--- src/rtl/calc_pkg.sv ---
// Shared types, state encoding and 7-segment decode for the multi-digit BCD calculator.
package calc_pkg;

    typedef enum logic [1:0] {
        ENTER_A = 2'd0,
        ENTER_B = 2'd1,
        RESULT  = 2'd2
    } state_t;

    typedef enum logic {
        OP_ADD = 1'b0,
        OP_SUB = 1'b1
    } op_t;

    // Active-low segments {g,f,e,d,c,b,a} for BCD digits 0..9.
    localparam logic [6:0] SEG_LUT [0:9] = '{
        7'b1000000, 7'b1111001, 7'b0100100, 7'b0110000, 7'b0011001,
        7'b0010010, 7'b0000010, 7'b1111000, 7'b0000000, 7'b0010000
    };

    localparam logic [6:0] SEG_BLANK = 7'b1111111;

    function automatic logic [6:0] bcd_to_seg(input logic [3:0] d);
        logic [6:0] seg;
        seg = SEG_BLANK;
        for (int i = 0; i < 10; i++) begin
            if (d == 4'(i)) seg = SEG_LUT[i];
        end
        return seg;
    endfunction

endpackage

--- src/rtl/calc_debouncer.sv ---
// Two-flop synchroniser, stable-count debounce and one-cycle rising-edge press pulse.
module calc_debouncer #(
    parameter int DB_OVERFLOW = 50000
) (
    input  logic clk,
    input  logic rst_n,
    input  logic raw_i,
    output logic press_o
);

    localparam int CW = (DB_OVERFLOW > 1) ? $clog2(DB_OVERFLOW) : 1;
    localparam logic [CW-1:0] CNT_MAX = CW'(DB_OVERFLOW - 1);

    logic [1:0]    sync_q;
    logic [CW-1:0] cnt_q;
    logic          level_q;
    logic          level_d1_q;
    logic          press_q;

    always_ff @(posedge clk or negedge rst_n) begin
        if (!rst_n) begin
            sync_q     <= '0;
            cnt_q      <= '0;
            level_q    <= 1'b0;
            level_d1_q <= 1'b0;
            press_q    <= 1'b0;
        end else begin
            sync_q     <= {sync_q[0], raw_i};
            level_d1_q <= level_q;
            press_q    <= level_q & ~level_d1_q;
            // Level follows the input only after it has differed for DB_OVERFLOW cycles in a row.
            if (sync_q[1] != level_q) begin
                if (cnt_q == CNT_MAX) begin
                    level_q <= sync_q[1];
                    cnt_q   <= '0;
                end else begin
                    cnt_q <= cnt_q + 1'b1;
                end
            end else begin
                cnt_q <= '0;
            end
        end
    end

    assign press_o = press_q;

endmodule

--- src/rtl/calculator_multi.sv ---
// NUM_DIGITS-digit BCD add/subtract calculator with slider entry and a multiplexed 7-seg display.
module calculator_multi
    import calc_pkg::*;
#(
    parameter int NUM_DIGITS       = 4,
    parameter int REFRESH_OVERFLOW = 100000,
    parameter int DB_OVERFLOW      = 50000,
    parameter int SLIDER_OVERFLOW  = 25000000
) (
    input  logic                  clk,
    input  logic                  reset,
    input  logic                  button_clr_undeb,
    input  logic                  button_ent_undeb,
    input  logic [NUM_DIGITS-1:0] sld_inc,
    input  logic                  sld_arith,
    output logic [NUM_DIGITS-1:0] digit_select,
    output logic [6:0]            led_select,
    output logic                  neg,
    output logic                  ovf,
    output logic [1:0]            calc_state
);

    localparam int W  = 4 * NUM_DIGITS;
    localparam int SW = (SLIDER_OVERFLOW > 1) ? $clog2(SLIDER_OVERFLOW) : 1;
    localparam int RW = (REFRESH_OVERFLOW > 1) ? $clog2(REFRESH_OVERFLOW) : 1;
    localparam int IW = $clog2(NUM_DIGITS);
    localparam logic [SW-1:0] SLD_MAX = SW'(SLIDER_OVERFLOW - 1);
    localparam logic [RW-1:0] REF_MAX = RW'(REFRESH_OVERFLOW - 1);
    localparam logic [IW-1:0] IDX_MAX = IW'(NUM_DIGITS - 1);

    logic clr_press, ent_press;

    calc_debouncer #(.DB_OVERFLOW(DB_OVERFLOW)) u_db_clr (
        .clk(clk), .rst_n(reset), .raw_i(button_clr_undeb), .press_o(clr_press)
    );
    calc_debouncer #(.DB_OVERFLOW(DB_OVERFLOW)) u_db_ent (
        .clk(clk), .rst_n(reset), .raw_i(button_ent_undeb), .press_o(ent_press)
    );

    logic [NUM_DIGITS-1:0] sld_s1_q, sld_q;
    logic                  arith_s1_q, arith_q;
    logic [SW-1:0]         sld_cnt_q;
    logic                  sld_tick_d;

    always_ff @(posedge clk or negedge reset) begin
        if (!reset) begin
            sld_s1_q   <= '0;
            sld_q      <= '0;
            arith_s1_q <= 1'b0;
            arith_q    <= 1'b0;
            sld_cnt_q  <= '0;
        end else begin
            sld_s1_q   <= sld_inc;
            sld_q      <= sld_s1_q;
            arith_s1_q <= sld_arith;
            arith_q    <= arith_s1_q;
            if (!(|sld_q) || sld_tick_d) sld_cnt_q <= '0;
            else                         sld_cnt_q <= sld_cnt_q + 1'b1;
        end
    end

    assign sld_tick_d = (|sld_q) && (sld_cnt_q == SLD_MAX);

    state_t         state_q;
    logic [W-1:0]   a_q, b_q, r_q;
    logic           neg_q, ovf_q;

    // Per-digit increment with 9 -> 0 wrap; digits without a held slider pass through.
    logic [W-1:0] a_inc_d, b_inc_d;
    always_comb begin
        a_inc_d = a_q;
        b_inc_d = b_q;
        for (int i = 0; i < NUM_DIGITS; i++) begin
            if (sld_q[i]) begin
                a_inc_d[4*i +: 4] = (a_q[4*i +: 4] == 4'd9) ? 4'd0 : a_q[4*i +: 4] + 4'd1;
                b_inc_d[4*i +: 4] = (b_q[4*i +: 4] == 4'd9) ? 4'd0 : b_q[4*i +: 4] + 4'd1;
            end
        end
    end

    // Ripple BCD add, A-B and B-A; the final A-B borrow picks the magnitude for subtract.
    op_t          op_d;
    logic [W-1:0] sum_d, dab_d, dba_d, res_d;
    logic         carry_d, br_ab_d, br_ba_d, res_neg_d, res_ovf_d;
    logic [4:0]   t_add, t_ab, t_ba;

    assign op_d = op_t'(arith_q);

    always_comb begin
        sum_d   = '0;
        dab_d   = '0;
        dba_d   = '0;
        carry_d = 1'b0;
        br_ab_d = 1'b0;
        br_ba_d = 1'b0;
        t_add   = '0;
        t_ab    = '0;
        t_ba    = '0;
        for (int i = 0; i < NUM_DIGITS; i++) begin
            t_add = {1'b0, a_q[4*i +: 4]} + {1'b0, b_q[4*i +: 4]} + {4'b0, carry_d};
            carry_d = (t_add > 5'd9);
            sum_d[4*i +: 4] = carry_d ? 4'(t_add - 5'd10) : t_add[3:0];

            t_ab = {1'b0, a_q[4*i +: 4]} - {1'b0, b_q[4*i +: 4]} - {4'b0, br_ab_d};
            br_ab_d = t_ab[4];
            dab_d[4*i +: 4] = br_ab_d ? 4'(t_ab + 5'd10) : t_ab[3:0];

            t_ba = {1'b0, b_q[4*i +: 4]} - {1'b0, a_q[4*i +: 4]} - {4'b0, br_ba_d};
            br_ba_d = t_ba[4];
            dba_d[4*i +: 4] = br_ba_d ? 4'(t_ba + 5'd10) : t_ba[3:0];
        end
        res_d     = sum_d;
        res_neg_d = 1'b0;
        res_ovf_d = 1'b0;
        if (op_d == OP_ADD) begin
            res_ovf_d = carry_d;
        end else if (br_ab_d) begin
            res_d     = dba_d;
            res_neg_d = 1'b1;
        end else begin
            res_d = dab_d;
        end
    end

    always_ff @(posedge clk or negedge reset) begin
        if (!reset) begin
            state_q <= ENTER_A;
            a_q     <= '0;
            b_q     <= '0;
            r_q     <= '0;
            neg_q   <= 1'b0;
            ovf_q   <= 1'b0;
        end else if (clr_press) begin
            state_q <= ENTER_A;
            a_q     <= '0;
            b_q     <= '0;
            r_q     <= '0;
            neg_q   <= 1'b0;
            ovf_q   <= 1'b0;
        end else if (ent_press) begin
            case (state_q)
                ENTER_A: begin
                    state_q <= ENTER_B;
                    b_q     <= '0;
                end
                ENTER_B: begin
                    state_q <= RESULT;
                    r_q     <= res_d;
                    neg_q   <= res_neg_d;
                    ovf_q   <= res_ovf_d;
                end
                default: begin
                    state_q <= ENTER_A;
                    a_q     <= r_q;
                    b_q     <= '0;
                    neg_q   <= 1'b0;
                    ovf_q   <= 1'b0;
                end
            endcase
        end else begin
            case (state_q)
                ENTER_A: if (sld_tick_d) a_q <= a_inc_d;
                ENTER_B: if (sld_tick_d) b_q <= b_inc_d;
                default: begin
                    r_q   <= res_d;
                    neg_q <= res_neg_d;
                    ovf_q <= res_ovf_d;
                end
            endcase
        end
    end

    logic [W-1:0]          disp_val_d;
    logic [RW-1:0]         ref_cnt_q;
    logic [IW-1:0]         idx_q;
    logic [NUM_DIGITS-1:0] digit_sel_q;
    logic [6:0]            led_q;

    always_comb begin
        case (state_q)
            ENTER_A: disp_val_d = a_q;
            ENTER_B: disp_val_d = b_q;
            default: disp_val_d = r_q;
        endcase
    end

    // Enable and segments are loaded from the same index on the same edge, so they never disagree.
    always_ff @(posedge clk or negedge reset) begin
        if (!reset) begin
            ref_cnt_q   <= '0;
            idx_q       <= '0;
            digit_sel_q <= ~NUM_DIGITS'(1);
            led_q       <= SEG_LUT[0];
        end else begin
            if (ref_cnt_q == REF_MAX) begin
                ref_cnt_q <= '0;
                idx_q     <= (idx_q == IDX_MAX) ? '0 : idx_q + 1'b1;
            end else begin
                ref_cnt_q <= ref_cnt_q + 1'b1;
            end
            digit_sel_q <= ~(NUM_DIGITS'(1) << idx_q);
            led_q       <= bcd_to_seg(disp_val_d[4*idx_q +: 4]);
        end
    end

    assign digit_select = digit_sel_q;
    assign led_select   = led_q;
    assign neg          = neg_q;
    assign ovf          = ovf_q;
    assign calc_state   = state_q;

endmodule

--- config.mk ---
export PLATFORM = sky130hd
export DESIGN_NAME = calculator_multi
export DESIGN_NICKNAME = d
export VERILOG_FILES = /design/src/rtl/calc_pkg.sv /design/src/rtl/calc_debouncer.sv /design/src/rtl/calculator_multi.sv
export SDC_FILE = /design/constraint.sdc
export NUM_CORES = 1
export LEC_CHECK = 0
export CORE_ASPECT_RATIO = 0.7
export CORE_MARGIN = 5
export CORE_UTILIZATION = 55
export CTS_BUF_LIST = sky130_fd_sc_hd__clkbuf_4 sky130_fd_sc_hd__clkbuf_8 sky130_fd_sc_hd__clkbuf_16
export DETAILED_ROUTE_END_ITERATION = 8
export PLACE_DENSITY = 0.75
export RECOVER_POWER = 25
export SLEW_MARGIN = 20
export SYNTH_ARGS = -nofsm -noshare
export SYNTH_HDL_FRONTEND = slang
export SYNTH_SLANG_ARGS = --single-unit
--- constraint.sdc ---
create_clock -name clk -period 7.2 [get_ports clk]
set_input_delay 1.44 -clock clk [delete_from_list [all_inputs] [get_ports clk]]
set_output_delay 1.44 -clock clk [all_outputs]
set_load 0.02 [all_outputs]
* Word-level counts from Yosys, hierarchy flattened *
Cells that the tools add are included.

operators by class
  $add $sub $neg = 45
  multiply operators = 0
  divide/modulo/power cells = 0
  order comparisons = 4
  equal/unequal tests = 30
  shift-type cells = 2
  muxes and demuxes = 75
  bitwise gates (word level) = 5
  reduce and logical (&&, ||, !) cells = 27

operator list
  cell                     number
  $mux W16                 20
  $mux W4                  27
  $mux W7                  9
  $eq A4 B4 Y1 const B     10
  $sub A4 B4 Y5            8
  $add A16 B1 Y16 const B  2
  $add A4 B1 Y4 const B    8
  $eq A16 B16 Y1 const B   2
  $pmux W16 S2             1
  $reduce_and A4 Y1        8
  $sub A5 B1 Y5            6
  $add A4 B4 Y4 const B    7
  $add A25 B1 Y25 const B  1
  $eq A25 B25 Y1 const B   1
  $mux W25                 1
  $reduce_bool A3 Y1       7
  $add A4 B4 Y5            4
  $gt A5 B4 Y1 const B     4
  $add A17 B1 Y17 const B  1
  $eq A17 B17 Y1 const B   1
  $mux W17                 1
  $eq A4 B3 Y1 const B     4
  $shiftx A16 B5 Y4        1
  $sub A4 B4 Y4 const B    4
  27 further kinds         50

word-level totals
  register bits = 159
  bits in latches = 0
  memory bits (writable) = 0
  bits in read-only memories = 0
  input port bits = 9
  output and inout bits = 15
  word-level logic and storage cells = 219
  memories = 0

* Depth between registers and ports, before layout *
  depth in word-level cells = 14
  gate-level depth with buffers = 34
  gate-level depth less buffers = 34

* Cells and area by module *
A second synthesis with hierarchy kept.

second synthesis, totals
  cells, all modules = 1111
  area, all modules = 10730.3 µm²

by module, submodules not included
  module            instances  cells each  area each (µm²)  seq. area each (µm²)
  calculator_multi  1          939         8743.4           2932.8
  calc_debouncer    2          86          993.5            525.5

* Worst setup path before layout *
No wires, ideal clock.

  path kind = flip-flop to flip-flop
  start point = reg a_q[1]
  end point = reg r_q[14]
  library setup time = 0.126 ns
  arrival time = 6.522 ns
  data required time = 7.074 ns
  setup slack = 0.552 ns
  cell stages (with the launch flop) = 32
  path buffers = 0
  period minus slack after synthesis = 6.648 ns
  path through = dfrtp_1 inv_1 fa_1 xnor2_1 nand2_1 a31o_2 inv_1 fa_1 inv_1 fa_1 xor2_2 nand2_1 a211oi_1 o22ai_1 nor2_2 fa_1 inv_1 fa_1 xor2_2 nand2_1 a211oi_1 o22ai_1 nor2_2 fa_1 inv_1 fa_1 xor2_1 ha_1 a211o_1 nand2_1 mux2i_1 a221o_1

on the way
  word-level cells in the longest chain between the ends = 13
  elaborated cells between the ends (all ways) = 26
  classes of those cells = add/sub: 14; order compare: 4; mux: 8

ends and longest elaborated chain
  what                                                  RTL line                                          source
  start, declared                                       calculator_multi.sv:65                            logic [W-1:0] a_q, b_q, r_q;
  start signal, assigned                                calculator_multi.sv:154                           a_q <= r_q;
  start signal, assigned                                calculator_multi.sv:162                           ENTER_A: if (sld_tick_d) a_q <= a_inc_d;
  $add A4 B4 Y5                                         calculator_multi.sv:100                           t_add = {1'b0, a_q[4*i +: 4]} + {1'b0, b_q[4*i +: 4]} + {4'b0, carry_d};
  $gt A5 B4 Y1                                          calculator_multi.sv:101                           carry_d = (t_add > 5'd9);
  $add A5 B1 Y5                                         calculator_multi.sv:100
  $gt A5 B4 Y1                                          calculator_multi.sv:101
  $add A5 B1 Y5                                         calculator_multi.sv:100
  $gt A5 B4 Y1                                          calculator_multi.sv:101
  $add A5 B1 Y5                                         calculator_multi.sv:100
  $sub A4 B4 Y4 / $gt A5 B4 Y1 (equally long branches)  calculator_multi.sv:102, calculator_multi.sv:101
  $mux W4                                               calculator_multi.sv:102                           sum_d[4*i +: 4] = carry_d ? 4'(t_add - 5'd10) : t_add[3:0];
  $mux W16 *                                            calculator_multi.sv:115                           if (op_d == OP_ADD) begin
  $mux W16, on equally long branches                    calculator_multi.sv:161, calculator_multi.sv:141
  $mux W16 *                                            calculator_multi.sv:140                           end else if (ent_press) begin
  $mux W16 *                                            calculator_multi.sv:133                           end else if (clr_press) begin
  end signal, assigned                                  calculator_multi.sv:148                           r_q <= res_d;
  end signal, assigned                                  calculator_multi.sv:165                           r_q <= res_d;
  end, declared                                         calculator_multi.sv:65

Every way passes the cells marked *; elsewhere a longest branch is shown, timed or not. The select of a mux whose other input is x is not followed.
A chain may end at the register's enable or synchronous reset.

* Worst setup path in the final report *
  start point = reg b_q[0]
  end point = reg r_q[14]

on the way
  word-level cells in the longest chain between the ends = 13
  elaborated cells between the ends (all ways) = 26
  classes of those cells = add/sub: 14; order compare: 4; mux: 8

ends and longest elaborated chain
  what                                                  RTL line                                          source
  start, declared                                       calculator_multi.sv:65
  start signal, assigned                                calculator_multi.sv:163                           ENTER_B: if (sld_tick_d) b_q <= b_inc_d;
  $add A4 B4 Y5                                         calculator_multi.sv:100
  $gt A5 B4 Y1                                          calculator_multi.sv:101
  $add A5 B1 Y5                                         calculator_multi.sv:100
  $gt A5 B4 Y1                                          calculator_multi.sv:101
  $add A5 B1 Y5                                         calculator_multi.sv:100
  $gt A5 B4 Y1                                          calculator_multi.sv:101
  $add A5 B1 Y5                                         calculator_multi.sv:100
  $sub A4 B4 Y4 / $gt A5 B4 Y1 (equally long branches)  calculator_multi.sv:102, calculator_multi.sv:101
  $mux W4                                               calculator_multi.sv:102
  $mux W16 *                                            calculator_multi.sv:115
  $mux W16, on equally long branches                    calculator_multi.sv:161, calculator_multi.sv:141
  $mux W16 *                                            calculator_multi.sv:140
  $mux W16 *                                            calculator_multi.sv:133

Marked as above.

==> metrics.md <==
| Metric | Value |
|---|---|
| Outcome | complete, but fails checks |
| Failing checks | capacitance limit, slew limit |
| Clk sinks | 159 |
| Clock-pin slew on the worst setup and hold paths | 0.07 ns |
| DP Wirelength | 17.3 mm |
| Antenna-violating nets left | 0 |
| Critical Path RT | 7.52 ns |
| CP Data Arrival Time | 7.25 ns |
| Comb power frac | 3.2% |
| Routed via count | 8017 |
| Fin. Hold Viols | 0 |
| Post-synth EDFFs | 0 |
| Max VDD drop | 0.180 mV |
| Static Leak | 5.24 nW |
| Std-Cell Rows | 42 |
| Reg power frac | 47.9% |
| Largest stage delay on the critical path | 0.45 ns |
| Most frequent CP cell | inv_1 |
| First-pass GRT wire length | 39.3 mm |
| Number of distinct library cells after synthesis | 68 |
| All-Layer GR Usage | 22.4% |
| Root Buffer | clkbuf_16 |
| CTS buffer count | 17 |
| Vias per cell | 5.82 |
| Core area | 18800 µm² |
| Final WL | 23.9 mm |
| FF+latch count, synth | 159 |
| Pwr/cell area | 167 nW/µm² |
| CTS tree | built |
| Synth warnings | 0 |
| Clk pwr share | 48.9% |
| Max Cap Violations | 2 |
| Fraction of registers with async set/reset | 100% |
| Worst setup SP type | flip-flop |
| 1st-iter DRT viols | 806 |
| WS Path Type | reg2reg |
| Worst-Margin Slew | 4.65 ns |
| DRC | 0 |
| Max-slew violations | 126 |
| Slew HR | -210% |
| Pwr Total | 0.00195 W |
| Clk_skew | 0.0126 ns |
| Syn Area/Cell | 9.59 µm² |
| WL per Instance | 17.4 µm |
| Initial Utilization | 55.7% |
| CP max stage cell | fa_1 |
| Vias in the first global route | 7712 |
| Syn Inst Count | 1089 |
| Largest net degree at the start of global routing | 87 |
| P&R area growth vs syn | 11.7% |
| Overall die width | 175 µm |
| PortBufs | 23 |
| Final period util | 96.2% |
| Total gr overflow | 0 |
| Htree depth | 4 |
| Hold-fix buffers, CTS | 0 |
| Switch share | 22.5% |
| Clk_lat worst skew | 0.44 ns |
| Nets | 1238 |
| Top FF cell, synth | dfrtp_1 |
| Syn nets | 1203 |
| Post-Route Setup TNS | 0 ns |
| Final Critical Period | 6.93 ns |
| HP Class | reg2reg |
| Crit end category | flip-flop |
| Sequential-to-total area share from yosys stat | 38.1% |
| Number of fill cells | 1503 |
| Endpoints failing setup | 0 |
| Number of diodes | 0 |
| Die area | 21900 µm² |
| Peak Freq | 144 MHz |
| Layout cells sized above 1 | 9.24% |
| P_int | 0.00151 W |
| Switching power | 0.000438 W |
| Clk buf depth | 2 |
| DR pass1 iterations | 5 |
| Die Span Y | 125 µm |
| Initial antenna violation count | 0 |
| Synth Cell Area | 10400 µm² |
| CP Max Fanout | 6 |
| Top-level I/O count | 24 |
| Gpl congestion | 0.909 |
==> registers in the layout, indices dropped and copies added, names as in the netlist, 2 cells and up <==
name	cells
digit_select	4
b_q	16
idx_q	2
u_db_ent.sync_q	2
r_q	16
led_select	7
sld_cnt_q	25
u_db_clr.cnt_q	16
u_db_ent.cnt_q	16
u_db_clr.sync_q	2
ref_cnt_q	17
calc_state	2
sld_s1_q	4
a_q	16
sld_q	4
==> kinds of logic after synthesis <==
| logic type | synth area share [%] |
|---|---|
| simple gates | 17.0 |
| compound gates | 12.2 |
| mux | 4.44 |
| buf+inv | 4.14 |
| flops | 38.1 |
| fa+ha+maj | 14.1 |
| xor+xnor | 10.0 |
==> cells in the mapped netlist (21+ instances only) <==
library cell / number / area share, %
nand3_1: 48 / 2.3
dfrtp_1: 155 / 37
a21oi_1: 55 / 2.6
inv_1: 74 / 2.7
fa_1: 21 / 4.0
nand2_1: 89 / 3.2
ha_1: 84 / 10
o21ai_0: 54 / 2.6
xor2_1: 62 / 5.2
xnor2_1: 51 / 4.3
nor2_1: 118 / 4.2
==> worst paths after layout <==
check	from	end	slack (ns)	cells past startpoint
setup / recovery	b_q[0]$_DFFE_PN0P_	r_q[14]$_DFFE_PN0P_	0.27	33
hold / removal	sld_s1_q[3]$_DFF_PN0_	sld_q[3]$_DFF_PN0_	0.34	0
setup reg to reg	b_q[0]$_DFFE_PN0P_	r_q[14]$_DFFE_PN0P_	0.27	33
hold reg to reg	sld_s1_q[3]$_DFF_PN0_	sld_q[3]$_DFF_PN0_	0.34	0
max in group asynchronous	reset	a_q[2]$_DFFE_PN0P_	1.77	2
min in group asynchronous	reset	sld_q[3]$_DFF_PN0_	2.68	1
==> critical path, delay by kind of cell, from the launching register on <==
kind	cells	cell delay (ns)
multiplexers	1	0.09
adder cells (fa/ha/maj)	9	2.92
AND/OR/NAND/NOR	7	0.88
XOR/XNOR	2	0.39
buffers and inverters	6	0.47
flip-flops	1	0.35
AO/OA/AOI/OAI	8	1.70
==> layout by cell type, fill, tap and decap left out, drive strengths merged, types with 48 or more instances in the layout <==
cell type,n
dfrtp,155
nor2,121
nand2,89
ha,84
inv,80
xor2,64
a21oi,55
o21ai,54
xnor2,51
nand3,48
==> final cells by class <==
cell class	count	area, µm²	share of cell area (%)
multi-input cells	823	6080	52.1
flip-flops and latches	159	3990	34.2
clock buffers	20	467	4.00
repair buffers	44	378	3.24
well taps	242	303	2.60
inverters	79	297	2.54
clock inverters	11	156	1.34
==> power by group through the flow <==
stage          logic [W]  clock network, W  registers (W)
2_1_floorplan  0.0000364                 0       0.000945
3_3_place_gp   0.0000627                 0       0.000949
3_5_place_dp   0.0000652                 0       0.000950
4_1_cts        0.0000658          0.000969       0.000934
5_1_grt        0.0000744           0.00102       0.000936
6_report       0.0000620          0.000954       0.000934
==> routing by layer <==
metal  vias up  global-route usage [%]  share of wire, %
met5         -                       0                 0
met3        36                    6.97               8.4
met2       263                    31.7                43
met1      3887                    33.2                47
li1       3831                       -                 -
met4         0                    6.42               1.6
==> timing repair <==
| item | CTS | global route |
|---|---|---|
| pin swaps | 0 | 6 |
| buffers inserted | 0 | 5 |
| setup endpoints to repair | 1 | 4 |
| resized for setup | 4 | 11 |
| gates cloned | 0 | 0 |
==> through the flow <==
stage          hold WS, ns  utilization, %  instances  area [µm²]  worst slack (ns)
2_1_floorplan        0.331               -       1089       10400             0.552
3_3_place_gp         0.334            58.5       1342       11000             0.258
3_5_place_dp         0.336            58.5       1342       11000           -0.0727
4_1_cts              0.341            61.8       1373       11600           0.00471
5_1_grt              0.351            62.2       1378       11700           -0.0914
6_report             0.341            62.2       1378       11700             0.273
No activity file was read; power rests on OpenSTA's default activity.
